`config.mk`:
```
export PLATFORM = sky130hd
export DESIGN_NAME = pe_stream_feeder
export DESIGN_NICKNAME = d
export VERILOG_FILES = /design/src/rtl/pe_feeder_pkg.sv /design/src/rtl/pe_feeder_channel.sv /design/src/rtl/pe_stream_feeder.sv
export SDC_FILE = /design/constraint.sdc
export NUM_CORES = 1
export LEC_CHECK = 0
export ABC_AREA = 0
export ABC_CLOCK_PERIOD_IN_PS = 2500
export CORE_ASPECT_RATIO = 0.9
export CORE_MARGIN = 4
export CORE_UTILIZATION = 58
export DETAILED_ROUTE_END_ITERATION = 12
export DONT_BUFFER_PORTS = 1
export GPL_TIMING_DRIVEN = 0
export PLACE_DENSITY = 0.76
export SKIP_CTS_REPAIR_TIMING = 1
export SLEW_MARGIN = 20
export SYNTH_ARGS = -nofsm -noshare
export SYNTH_HDL_FRONTEND = slang
export SYNTH_SLANG_ARGS = --single-unit
```
`constraint.sdc`:
```
create_clock -name clk -period 2.5 [get_ports clk]
set_input_delay 0.375 -clock clk [delete_from_list [all_inputs] [get_ports clk]]
set_output_delay 0.375 -clock clk [all_outputs]
set_load 0.01 [all_outputs]
```
`src/rtl/pe_feeder_pkg.sv`:
```
// Shared definitions for the PE stream feeder: channel state encoding and
// positions of the start/end frame bits above the data word.
package pe_feeder_pkg;

    typedef enum logic [1:0] {
        IDLE  = 2'd0,
        RUN   = 2'd1,
        DRAIN = 2'd2,
        FIN   = 2'd3
    } chan_state_e;

    localparam int DEFAULT_WIDTH = 4;
    localparam int START_BIT     = DEFAULT_WIDTH + 1;
    localparam int END_BIT       = DEFAULT_WIDTH;

    function automatic int start_bit(input int width);
        return width + 1;
    endfunction

    function automatic int end_bit(input int width);
        return width;
    endfunction

endpackage

```
`src/rtl/pe_feeder_channel.sv`:
```
// One feeder stream: issues source-memory reads, stages returned words in a
// 2-entry FIFO and pushes them into a PE buffer under its ready signal.
module pe_feeder_channel
    import pe_feeder_pkg::*;
#(
    parameter int WIDTH          = 4,
    parameter int MEM_ADDR_WIDTH = 8,
    parameter int LEN_WIDTH      = 8,
    parameter bit FRAME          = 1'b1
) (
    input  logic                      clk,
    input  logic                      rst,
    input  logic                      start,
    input  logic [MEM_ADDR_WIDTH-1:0] base,
    input  logic [LEN_WIDTH-1:0]      len,
    input  logic                      job_done,
    output logic                      mem_ren,
    output logic [MEM_ADDR_WIDTH-1:0] mem_addr,
    input  logic [WIDTH-1:0]          mem_rdata,
    input  logic                      ready,
    output logic                      write_en,
    output logic [WIDTH+1:0]          word,
    output logic                      finishing,
    output logic                      stall,
    output chan_state_e               state
);

    localparam int SB = start_bit(WIDTH);
    localparam int EB = end_bit(WIDTH);
    localparam logic [LEN_WIDTH-1:0] LEN_ONE = LEN_WIDTH'(1);

    logic [MEM_ADDR_WIDTH-1:0] base_q;
    logic [LEN_WIDTH-1:0]      len_q;
    logic [LEN_WIDTH-1:0]      issued;
    logic                      in_flight;
    logic [1:0]                flight_tag;
    logic [WIDTH+1:0]          fifo_mem [2];
    logic                      wr_ptr;
    logic                      rd_ptr;
    logic [1:0]                count;
    logic [1:0]                occ_after_pop;
    logic                      pop;
    logic                      is_first;
    logic                      is_last;
    logic                      last_read;
    logic                      last_push;
    logic [WIDTH+1:0]          entry;

    // Occupancy is judged after this cycle's pop so a steady stream keeps
    // one word staged and one in flight without bubbles.
    assign pop           = (count != 2'd0) && ready;
    assign occ_after_pop = count - {1'b0, pop} + {1'b0, in_flight};
    assign mem_ren       = (state == RUN) && (occ_after_pop < 2'd2);
    assign mem_addr      = mem_ren ? (base_q + MEM_ADDR_WIDTH'(issued)) : '0;

    assign is_first  = (issued == '0);
    assign is_last   = (issued == len_q - LEN_ONE);
    assign last_read = mem_ren && is_last;
    assign last_push = (state == DRAIN) && !in_flight && (count == 2'd1) && pop;

    assign write_en  = pop;
    assign word      = pop ? fifo_mem[rd_ptr] : '0;
    assign finishing = (state == FIN) || last_push;
    assign stall     = (count != 2'd0) && !ready;

    always_comb begin
        entry            = '0;
        entry[WIDTH-1:0] = mem_rdata;
        entry[SB]        = flight_tag[1];
        entry[EB]        = flight_tag[0];
    end

    always_ff @(posedge clk) begin
        if (!rst) begin
            state       <= IDLE;
            base_q      <= '0;
            len_q       <= '0;
            issued      <= '0;
            in_flight   <= 1'b0;
            flight_tag  <= 2'b00;
            fifo_mem[0] <= '0;
            fifo_mem[1] <= '0;
            wr_ptr      <= 1'b0;
            rd_ptr      <= 1'b0;
            count       <= 2'd0;
        end else begin
            in_flight  <= mem_ren;
            flight_tag <= FRAME ? {is_first, is_last} : 2'b00;
            if (mem_ren) begin
                issued <= issued + LEN_ONE;
            end
            if (in_flight) begin
                fifo_mem[wr_ptr] <= entry;
                wr_ptr           <= ~wr_ptr;
            end
            if (pop) begin
                rd_ptr <= ~rd_ptr;
            end
            count <= count + {1'b0, in_flight} - {1'b0, pop};

            case (state)
                IDLE: begin
                    if (start) begin
                        base_q <= base;
                        len_q  <= len;
                        issued <= '0;
                        state  <= (len == '0) ? FIN : RUN;
                    end
                end
                RUN: begin
                    if (last_read) begin
                        state <= DRAIN;
                    end
                end
                DRAIN: begin
                    if (last_push) begin
                        state <= FIN;
                    end
                end
                FIN: begin
                    if (job_done) begin
                        state <= IDLE;
                    end
                end
                default: state <= IDLE;
            endcase
        end
    end

endmodule

```
`src/rtl/pe_stream_feeder.sv`:
```
// PE stream feeder top: accepts jobs and runs a framed ifmap channel and a raw
// filter channel in parallel. FEEDER_PERF_EN adds the stall_cycles counter.
module pe_stream_feeder
    import pe_feeder_pkg::*;
#(
    parameter int WIDTH          = 4,
    parameter int MEM_ADDR_WIDTH = 8,
    parameter int LEN_WIDTH      = 8
) (
    input  logic                      clk,
    input  logic                      rst,
    input  logic                      job_start,
    input  logic [MEM_ADDR_WIDTH-1:0] ifmap_base,
    input  logic [LEN_WIDTH-1:0]      ifmap_len,
    input  logic [MEM_ADDR_WIDTH-1:0] filter_base,
    input  logic [LEN_WIDTH-1:0]      filter_len,
    output logic                      ifmap_mem_ren,
    output logic [MEM_ADDR_WIDTH-1:0] ifmap_mem_addr,
    input  logic [WIDTH-1:0]          ifmap_mem_rdata,
    output logic                      filter_mem_ren,
    output logic [MEM_ADDR_WIDTH-1:0] filter_mem_addr,
    input  logic [WIDTH-1:0]          filter_mem_rdata,
    input  logic                      ready_ifmap_buf,
    output logic                      write_en_ifmap,
    output logic [WIDTH+1:0]          ifmap_buffer_inp,
    input  logic                      ready_filter_buf,
    output logic                      write_en_filter,
    output logic [WIDTH-1:0]          filter_buffer_inp,
    output logic                      busy,
    output logic                      done,
    output logic                      job_err
`ifdef FEEDER_PERF_EN
    ,
    output logic [15:0]               stall_cycles
`endif
);

    logic        accept;
    logic        done_next;
    logic        ifmap_fin;
    logic        filter_fin;
    logic        ifmap_stall;
    logic        filter_stall;
    logic [WIDTH+1:0] filter_word;
    chan_state_e ifmap_state;
    chan_state_e filter_state;
    logic        unused_taps;

    // The done cycle is excluded so a new job never overlaps channels still in FIN.
    assign accept    = job_start && !busy && !done;
    assign done_next = busy && ifmap_fin && filter_fin;

    pe_feeder_channel #(
        .WIDTH(WIDTH), .MEM_ADDR_WIDTH(MEM_ADDR_WIDTH), .LEN_WIDTH(LEN_WIDTH), .FRAME(1'b1)
    ) u_ifmap (
        .clk(clk), .rst(rst), .start(accept), .base(ifmap_base), .len(ifmap_len),
        .job_done(done), .mem_ren(ifmap_mem_ren), .mem_addr(ifmap_mem_addr),
        .mem_rdata(ifmap_mem_rdata), .ready(ready_ifmap_buf), .write_en(write_en_ifmap),
        .word(ifmap_buffer_inp), .finishing(ifmap_fin), .stall(ifmap_stall),
        .state(ifmap_state)
    );

    pe_feeder_channel #(
        .WIDTH(WIDTH), .MEM_ADDR_WIDTH(MEM_ADDR_WIDTH), .LEN_WIDTH(LEN_WIDTH), .FRAME(1'b0)
    ) u_filter (
        .clk(clk), .rst(rst), .start(accept), .base(filter_base), .len(filter_len),
        .job_done(done), .mem_ren(filter_mem_ren), .mem_addr(filter_mem_addr),
        .mem_rdata(filter_mem_rdata), .ready(ready_filter_buf), .write_en(write_en_filter),
        .word(filter_word), .finishing(filter_fin), .stall(filter_stall),
        .state(filter_state)
    );

    assign filter_buffer_inp = filter_word[WIDTH-1:0];
    assign unused_taps = ^{filter_word[WIDTH+1:WIDTH], ifmap_state, filter_state};

    always_ff @(posedge clk) begin
        if (!rst) begin
            busy    <= 1'b0;
            done    <= 1'b0;
            job_err <= 1'b0;
        end else begin
            done    <= done_next;
            job_err <= job_start && busy;
            if (accept) begin
                busy <= 1'b1;
            end else if (done_next) begin
                busy <= 1'b0;
            end
        end
    end

`ifdef FEEDER_PERF_EN
    logic [16:0] stall_sum;

    assign stall_sum = {1'b0, stall_cycles} + {16'd0, ifmap_stall} + {16'd0, filter_stall};

    always_ff @(posedge clk) begin
        if (!rst) begin
            stall_cycles <= 16'd0;
        end else if (accept) begin
            stall_cycles <= 16'd0;
        end else begin
            stall_cycles <= stall_sum[16] ? 16'hFFFF : stall_sum[15:0];
        end
    end
`else
    logic unused_stall;
    assign unused_stall = ifmap_stall ^ filter_stall;
`endif

endmodule

```
==> results by group, run 1 <==
Yosys
  • Top cell type's share of synthesized area: 0.280
  • Area contributors post-synth: dfxtp_1 28%, edfxtp_1 12%, ha_1 8.4%, nand2_1 7.4%, xor2_1 4.8%
  • Most used DFF post-synth: dfxtp_1
  • Most common cell in the netlist: nand2_1
  • FFs w/ async S/R, synth: 0
  • Post-Syn Nets: 637
  • Ys Warns: 0
  • Unique masters post-synth: 51
  • Post-synth EDFFs: 20
  • Synthesized flop and latch total: 89
  • Synth top cells by count: 97 x nand2_1, 69 x dfxtp_1, 60 x nor2_1
  • Seq/Total Area, Yosys: 0.402
  • Syn Std Cell Area: 4930 sq um
  • Largest area contributor in the netlist: dfxtp_1
  • Cells after Synth: approximately 560
  • Average size of a mapped cell: 8.84 sq um

Power
  • Pwr Density: between 800 and 900 nW/um^2
  • Pleak: 2.27 nW
  • Worst vdd ir: 387 uV
  • Total power: around 4.7 mW

Die
  • Core area: 8150 sq um
  • Die area: ~10000 sq um
  • Die X: 105 microns
  • Starting Density: 0.605
  • Ports: slightly below 80
  • Rows: 31
  • Die Height: around 95 microns

Global route
  • GR Util met1: 0.289
  • GRT met2 Usage: 0.334
  • Gr busiest metal: met2
  • GR Util All Layers: 0.216
  • Largest net degree at the start of global routing: 17
  • Initial antenna violation count: 0
  • Met3 Use GR: 0.0772
  • First-pass GRT wire length: 17300 microns
  • GRT Residual Overflow: 0
  • Vias in the first global route: 3611

Layout
  • Non-Filler Instances: 695
  • Share of cells above drive strength 1: 0.176
  • Synth-to-Final Area Change: 17.8%
  • Non-Filler Cell Area, Final: 5800 sq um
  • ANT cells: 0
  • Nets: 671

Timing
  • Worst hold margin: 132 ps
  • Unrepaired setup endpoints after global routing: yes
  • Relative slew slack: 0.363
  • Tmin final: around 2700 ps
  • Pin slew with the least headroom to its limit: 946 ps
  • Fin Clk Skew: 10.4 ps
  • Final worst slack: -219 ps
  • Fin. Hold Viols: 0
  • Setup-failing EPs final: 24
  • Fmax: 0.368 GHz
  • Slew Viols, Final: 0
  • Tcrit/Tclk final: 1.09

CTS
  • Clock slew at reported path FFs: 100 ps
  • Bufs on Longest Clock Path: 2
  • CTS tree: yes
  • Latest clock arrival within the worst-skew pair: between 300 and 400 ps
  • Clk root buf: clkbuf_8
  • H-tree Lvls: 3
  • TritonCTS buffer count: 9
  • Clock sink count: 89

Setup path
  • Crit path arrival time: 2340 ps
  • WP buf/inv: 3
  • Worst flop-to-flop path endpoint: u_filter.state[1]
  • Top cell family by delay on the critical path: XOR/XNOR gates
  • Kind of critical path: reg2out
  • Setup crit start kind: register
  • R2R depth: 13
  • Max FO, Critical Path: 5
  • Worst Path Required: between 2000 and 2500 ps
  • Critical path's slowest cell: dfxtp_4
  • Reg2Reg Setup Slack: -210 ps
  • CP max stage delay: 370 ps
  • FF-to-FF Start: u_filter.count[1]
  • Setup crit end kind: output port
  • Cell Chain, Critical Path: o21ai_4 > inv_4 > ha_4 > inv_2 > ha_4 > xor2_4 > xnor2_4 > nand2_4 > buf_12 > nor2_2
  • Cell mode on critical path: ha_4

Worst hold path
  • Hold WC Path Type: in2reg
  • WHS Endpoint: u_ifmap.base_q[1]
  • Worst Hold Launch: ifmap_base[1]
  • Worst hold stages: 2

Placement
  • Hpwl dp: 7950 microns
  • Final Wtd Congestion: 0.861
  • Cells after DPL: 656
  • Dpl cell area: 5090 sq um
  • # port buffers: 0

Detailed routing
  • Post-route DRC: 0
  • First-pass DRT Iterations: 4
  • Vias/cell: 5.63
  • Routed WL: 11400 microns
  • Detail Route Antenna Nets: 0
  • DR WL/cell: around 16 microns
  • DR vias: between 3000 and 4000
  • Initial drt markers: 221

Run status
  • Failing checks: setup timing
  • Outcome: finished, violations left

Flow run
  • Max-cap violations: 0
flip-flops by register name (all words and copies together) (netlist names), 2 cells and up, named ones only:
signal / cells
u_ifmap.fifo_mem: 12
u_filter.fifo_mem: 8
u_ifmap.base_q: 8
u_ifmap.flight_tag: 2
u_ifmap.issued: 8
u_ifmap.state: 2
u_ifmap.len_q: 8
u_filter.issued: 8
u_filter.state: 2
u_filter.base_q: 8
u_filter.count: 2
u_ifmap.count: 2
u_filter.len_q: 8
worst max-delay path by stage:
stage	startpoint	endpoint	slack [ps]	depth (start not counted)
CTS	u_filter.count[0]	filter_mem_addr[3]	-840	9
detailed placement	u_ifmap.count[1]	u_ifmap.issued[7]	-440	12
global placement	u_ifmap.count[1]	u_ifmap.issued[7]	-410	12
global route	u_ifmap.count[0]	ifmap_mem_addr[3]	-310	10
floorplan	u_filter.count[0]	u_filter.state[0]	0.9	11
finish	u_ifmap.count[0]	ifmap_mem_addr[4]	-220	10
cell type report:
type,count,area (sq um)
clock inverter,6,67.6
tap,99,124
fill,638,2340
buffer,18,76.3
timing repair buffer,22,185
clock buffer,10,128
inverter,23,96.3
sequential,89,2010
multi-input combinational,428,3110
kinds of logic (layout without fill, tap and decap cells):
family                     count (synthesis)  count (layout)  share of synthesized area
adders and majority gates                 35              35                     0.0919
xor gates and xnor gates                  50              50                     0.0904
AOI/OAI and AO/OA                         81              81                      0.118
and+or+nand+nor                          247             248                      0.235
DFF                                       89              89                      0.402
muxes                                     14              14                     0.0284
buffers and inverters                     41              79                     0.0330
power by group:
part	internal [mW]	total, mW	switching [mW]
logic	0.816	1.82	1.01
clock network	0.468	0.998	0.530
registers	1.70	1.88	0.184
total	2.98	4.70	1.72
layer usage:
layer | vias up | share of wire
li1 | 1956 | -
met1 | 1819 | 0.44
met2 | 127 | 0.47
met3 | 10 | 0.078
met4 | 0 | 0.011
met5 | - | 0
cells in the final DEF (no fill, tap or decap), types with 4 or more instances in the layout:
master,count
mux2i_1,14
inv_1,17
nor2_2,7
edfxtp_1,20
o21ai_0,8
ha_4,6
and3_4,4
nor3_1,8
a21boi_0,27
and3_1,10
xnor2_1,19
nand4_1,7
nand2_1,95
nand3_1,11
ha_1,25
buf_4,19
nor2b_1,6
xor2_1,25
a21oi_1,8
nor4_1,5
clkbuf_1,17
nand2b_1,4
dfxtp_1,58
nor2_1,48
clkbuf_8,9
a21o_1,8
and2_1,20
a21boi_1,8
dfxtp_2,4
nor2_4,6
dfxtp_4,7
stage by stage:
stage | worst slack, ps | TNS (ps) | util
3_3_place_gp | -408 | -9280 | 0.624
2_1_floorplan | 0.933 | 0 | -
6_report | -219 | -3180 | 0.713
3_5_place_dp | -436 | -10730 | 0.624
4_1_cts | -839 | -18570 | 0.648
5_1_grt | -312 | -5720 | 0.713
Power figures use the tool's default switching activity.
==> inputs of run 2 (changes only) <==
SKIP_LAST_GASP = 1   (was default)
==> results of run 2 <==
The final DEF is identical to that of run 1; final timing and power are the same.
